### src/rtl/i2c_bus_conditioner.sv
// i2c_bus_conditioner: pad-side front end between the SCL/SDA pads and the I2C core.
//   Synchronises and glitch-filters SCL/SDA, reports SCL edges, START/STOP and bus
//   busy, and turns the core's pull-low requests into open-drain output enables.
// Ports:
//   clk, rst                  clock, asynchronous active-high reset
//   scl_pin_in, sda_pin_in    raw pad inputs
//   sda_drive_low             core asks to pull SDA low
//   scl_stretch               core asks to hold SCL low
//   scl_f, sda_f              filtered levels
//   scl_rise, scl_fall        one-cycle SCL edge strobes
//   start_det, stop_det       one-cycle START / STOP strobes
//   bus_busy                  high between START and STOP
//   sda_oe, scl_oe            pad output enables (pad data tied 0)
module i2c_bus_conditioner #(
   parameter int unsigned FILTER_LEN  = 3,
   parameter int unsigned HOLD_CYCLES = 4
) (
   input  logic clk,
   input  logic rst,
   input  logic scl_pin_in,
   input  logic sda_pin_in,
   input  logic sda_drive_low,
   input  logic scl_stretch,
   output logic scl_f,
   output logic sda_f,
   output logic scl_rise,
   output logic scl_fall,
   output logic start_det,
   output logic stop_det,
   output logic bus_busy,
   output logic sda_oe,
   output logic scl_oe
);

   localparam int unsigned CNT_W = 4;
   localparam int unsigned NLINE = 2;
   localparam int unsigned SCL   = 0;
   localparam int unsigned SDA   = 1;

   logic [NLINE-1:0]            pin_raw;
   logic [NLINE-1:0]            sync1;
   logic [NLINE-1:0]            sync2;
   logic [NLINE-1:0]            filt;
   logic [NLINE-1:0]            filt_d;
   logic [NLINE-1:0][CNT_W-1:0] flt_cnt;
   logic [CNT_W-1:0]            hold_cnt;
   logic [CNT_W-1:0]            hold_nxt;

   assign pin_raw = {sda_pin_in, scl_pin_in};

   // Two-flop synchroniser, majority-free run-length filter and delayed copies.
   always_ff @(posedge clk or posedge rst) begin
      if (rst) begin
         sync1   <= '1;
         sync2   <= '1;
         filt    <= '1;
         filt_d  <= '1;
         flt_cnt <= '0;
      end else begin
         sync1  <= pin_raw;
         sync2  <= sync1;
         filt_d <= filt;
         for (int i = 0; i < int'(NLINE); i++) begin
            if (sync2[i] == filt[i]) begin
               flt_cnt[i] <= '0;
            end else if (flt_cnt[i] == CNT_W'(FILTER_LEN - 1)) begin
               filt[i]    <= ~filt[i];
               flt_cnt[i] <= '0;
            end else begin
               flt_cnt[i] <= flt_cnt[i] + CNT_W'(1);
            end
         end
      end
   end

   assign scl_f = filt[SCL];
   assign sda_f = filt[SDA];

   // Strobes decode the current and one-cycle-old filtered levels; a START/STOP
   // needs SCL high in both, so a simultaneous SCL/SDA flip reports only the edge.
   assign scl_rise  =  filt[SCL] & ~filt_d[SCL];
   assign scl_fall  = ~filt[SCL] &  filt_d[SCL];
   assign start_det =  filt_d[SDA] & ~filt[SDA] & filt[SCL] & filt_d[SCL];
   assign stop_det  = ~filt_d[SDA] &  filt[SDA] & filt[SCL] & filt_d[SCL];

   // Hold counter: reloaded on every SCL fall, counts down to zero.
   always_comb begin
      hold_nxt = hold_cnt;
      if (scl_fall) begin
         hold_nxt = CNT_W'(HOLD_CYCLES);
      end else if (hold_cnt != '0) begin
         hold_nxt = hold_cnt - CNT_W'(1);
      end
   end

   // Bus state, SDA drive (frozen while a hold runs) and SCL stretch.
   always_ff @(posedge clk or posedge rst) begin
      if (rst) begin
         bus_busy <= 1'b0;
         hold_cnt <= '0;
         sda_oe   <= 1'b0;
         scl_oe   <= 1'b0;
      end else begin
         if (start_det) begin
            bus_busy <= 1'b1;
         end else if (stop_det) begin
            bus_busy <= 1'b0;
         end

         hold_cnt <= hold_nxt;
         // The request is taken on the edge where the hold expires, not one later.
         if (hold_nxt == '0) begin
            sda_oe <= sda_drive_low;
         end

         // Never start pulling SCL while it is high: that would shorten the
         // controller's high phase rather than stretch the low phase.
         if (!scl_stretch) begin
            scl_oe <= 1'b0;
         end else if (!filt[SCL]) begin
            scl_oe <= 1'b1;
         end
      end
   end

endmodule
### config.mk
export PLATFORM = sky130hd
export DESIGN_NAME = i2c_bus_conditioner
export DESIGN_NICKNAME = d
export VERILOG_FILES = /design/src/rtl/i2c_bus_conditioner.sv
export SDC_FILE = /design/constraint.sdc
export NUM_CORES = 1
export LEC_CHECK = 0
export CAP_MARGIN = 20
export CORE_MARGIN = 5
export CORE_UTILIZATION = 45
export CTS_BUF_LIST = sky130_fd_sc_hd__clkbuf_4 sky130_fd_sc_hd__clkbuf_8
export DETAILED_ROUTE_END_ITERATION = 10
export DONT_BUFFER_PORTS = 1
export PLACE_DENSITY = 0.63
export SLEW_MARGIN = 20
export SYNTH_ARGS = -nofsm -noshare
export SYNTH_HDL_FRONTEND = slang
export SYNTH_SLANG_ARGS = --single-unit
### constraint.sdc
create_clock -name clk -period 3.7 [get_ports clk]
set_clock_uncertainty 0.05 [all_clocks]
set_input_delay 0.925 -clock clk [delete_from_list [all_inputs] [get_ports clk]]
set_output_delay 0.925 -clock clk [all_outputs]
set_load 0.05 [all_outputs]
==> metrics.md <==
| Metric | Value |
|---|---|
| Status | complete, no violations |
| Total chip power | 0.000978 W |
| Net count after synthesis | 97 |
| WL per Instance | 12.2 um |
| Final WS setup | 0.726 ns |
| Total gr overflow | 0 |
| Fin crit period | 2.97 ns |
| Fmax | 0.336 GHz |
| Final antenna-violating net count | 0 |
| LEAKAGE | 0.502 nW |
| #FFs+latches synth | 23 |
| CTS tree | yes |
| R2R depth | 3 |
| Int Pwr | 0.000544 W |
| Layout Nets | 102 |
| WL met3 | 70 um |
| Hold_sp | sync1[1] |
| H-tree depth | 1 |
| Die width | 56.9 um |
| Met2 wire length | 643 um |
| Largest net degree at the start of global routing | 24 |
| Met1 wire length | 696 um |
| GRT Overall Usage | 0.103 |
| Setup_tns | 0 ns |
| Clock Sinks | 23 |
| Area contributors post-synth | dfrtp_1, dfstp_2, ha_1 |
| Final design utilization | 0.499 |
| Endpoints failing setup | 0 |
| Area of the multi-input gates | 375 um^2 |
| Clock Path Buffers | 2 |
| DIE HEIGHT | 56.9 um |
| Hold path depth | 0 |
| CP max FO | 8 |
| CP Class | flop to primary output |
| Avg Synthesized Cell Area | 11.5 um^2 |
| Final HPWL DP | 1070 um |
| Io pins | 15 |
| Vias per cell | 4.69 |
| Initial antenna violation count | 0 |
| Number of enable flip-flop cells after synthesis | 0 |
| Sequential power share | 0.536 |
| Final non-filler cell total | 118 |
| Setup crit start | filt[0] |
| Sequential area share after synthesis | 0.592 |
| Fill cells | 189 |
| CTS resizes | 0 |
| Worst r2r src | filt[0] |
| Slew margin rel. | 0.407 |
| Yosys cell types | 24 |
| Synth top area share | 0.379 |
| Top Metal Used | met4 |
| Area Growth Syn to Fin | 8.22% |
| Worst path slowest cell | dfstp_2 |
| Count leader, synth | dfrtp_1 |
| RSZ-0062 raised after global routing | no |
| Worst endpoint required time | 2.72 ns |
| Starting Density | 0.461 |
| Post-route clock period utilization | 0.804 |
| Setup bufs post-CTS | 0 |
| Synth Warn # | 0 |
| Drt first pass iters | 2 |
| Final Hold Fails | 0 |
| Max incr delay on CP | 0.77 ns |
| Num CTS Buffers | 3 |
| Site Rows | 17 |
| P_sw | 0.000434 W |
| Area leader, netlist | dfrtp_1 |
| Clk Latency, worst-skew pair | 0.30 ns |
| Worst-Margin Slew | 0.885 ns |
| Register area | 586 um^2 |
| Synth top cells by count | dfrtp_1, nor2_1, dfstp_2, inv_1, nand2_1 |
| Clock-pin slew on the worst setup and hold paths | 0.12 ns |
| Ys flop type | dfrtp_1 |
| Hold-fix buffers, CTS | 0 |
| Max-Cap Viols | 0 |
| Ys async rst share | 1.00 |
| PortBufs | 0 |
| Clk pwr share | 0.121 |
| Routed WL | 1440 um |
| Sw Ratio | 0.444 |
| Peak VDD IR | 0.523 mV |
| Via count of the first global-routing pass | 578 |
| Fin. max-slew vios | 0 |
| CP Launch Type | flop |
| Mapped Area | 990 um^2 |
| Antenna cells | 0 |
| Global-route wire length before repair | 2530 um |
| Gp weighted congestion | 0.699 |
| Crit-path cells | nand2_1, nor3b_2 |
| Starting DRC count in detailed routing | 9 |
| Core box area | 2150 um^2 |
| HP Class | flop to flop |
| DRC errors left | 0 |
| DR vias | 553 |
| Root Driver | clkbuf_4 |
| Logic pwr share | 0.343 |
| DP Cell Count | 114 |
| Arr. time, crit path | 2.00 ns |
| DP Worst Slack | 1.06 ns |
| Share of cells above drive strength 1 | 0.200 |
| Die area | 3240 um^2 |
| Post-Synthesis Cells | 86 |
| Power per cell area | 913 nW/um^2 |
| CP endpoint kind | primary output |
==> power by group through the flow <==
stage	Combinational, W	Clock, W	Sequential (W)
after global placement	0.000333	0	0.000527
after detailed placement	0.000338	0	0.000531
after global routing	0.000379	0.000141	0.000539
after CTS	0.000341	0.000130	0.000526
after floorplan	0.000285	0	0.000509
final	0.000336	0.000119	0.000524
==> path summary, 6_finish.rpt <==
check	end	slack, ns
min in group asynchronous	sda_oe	0.62
min	sync2[1]	0.31
min reg2reg	sync2[1]	0.31
max reg2reg	bus_busy	1.65
max in group asynchronous	hold_cnt[3]	2.46
max	start_det	0.73
==> cell families after synthesis <==
| kind of cell | Yosys count | share of synthesized area |
|---|---|---|
| adders and majority gates | 5 | 0.0632 |
| AOI/OAI and AO/OA | 5 | 0.0379 |
| muxes | 5 | 0.0581 |
| DFF | 23 | 0.592 |
| buffers and inverters | 10 | 0.0392 |
| xor gates and xnor gates | 7 | 0.0619 |
| and+or+nand+nor | 31 | 0.148 |
==> area by class of cell <==
class,count,area share
repair buffers,2,0.0140
flip-flops and latches,23,0.547
inverters,8,0.0280
multi-input cells,53,0.350
well taps,28,0.0327
clock buffers,4,0.0280
==> layout by cell type (no fill, tap or decap) <==
| cell type | netlist | final |
|---|---|---|
| mux2_1 | 2 | 2 |
| nor2b_1 | 3 | 3 |
| dfstp_2 | 8 | 8 |
| or2_2 | 1 | 1 |
| nand2_1 | 6 | 6 |
| buf_4 | 0 | 2 |
| xnor2_1 | 3 | 3 |
| a21boi_0 | 1 | 1 |
| nand3_1 | 2 | 2 |
| clkbuf_4 | 0 | 4 |
| mux2i_1 | 2 | 2 |
| xor2_1 | 4 | 4 |
| inv_1 | 8 | 8 |
| nor2_1 | 14 | 14 |
| dfrtp_1 | 15 | 15 |
| ha_1 | 5 | 5 |
| mux2_4 | 1 | 1 |
| nor3b_2 | 0 | 2 |
| o211ai_1 | 1 | 1 |
| or3b_1 | 1 | 1 |
| nor3_1 | 1 | 1 |
| a211oi_1 | 2 | 2 |
| o21bai_1 | 1 | 1 |
| and2b_1 | 1 | 1 |
==> layer usage <==
metal	global-route usage	up-vias
met5	0	-
met4	0.0795	0
met3	0.0138	2
met2	0.148	11
met1	0.137	260
li1	-	280
==> state kept, by name, summed over array words and instances (netlist names) <==
signal and cells:
filt_d 2, bus_busy 1, sda_oe 1, flt_cnt 8
sync2 2, hold_cnt 4, sync1 2, filt 2
scl_oe 1
==> critical path, delay by kind of cell (launching register included) <==
family / cells / cell delay [ns]
AND/OR/NAND/NOR: 2 / 0.92
flip-flops: 1 / 0.77
==> metrics by stage <==
step,hold WS (ns),instance area (um^2)
after global routing,0.319,1070
after CTS,0.315,1070
after floorplan,0.295,990
after detailed placement,0.297,1040
final,0.313,1070
after global placement,0.296,1040
Note: power is estimated with default switching activity, not from simulation.
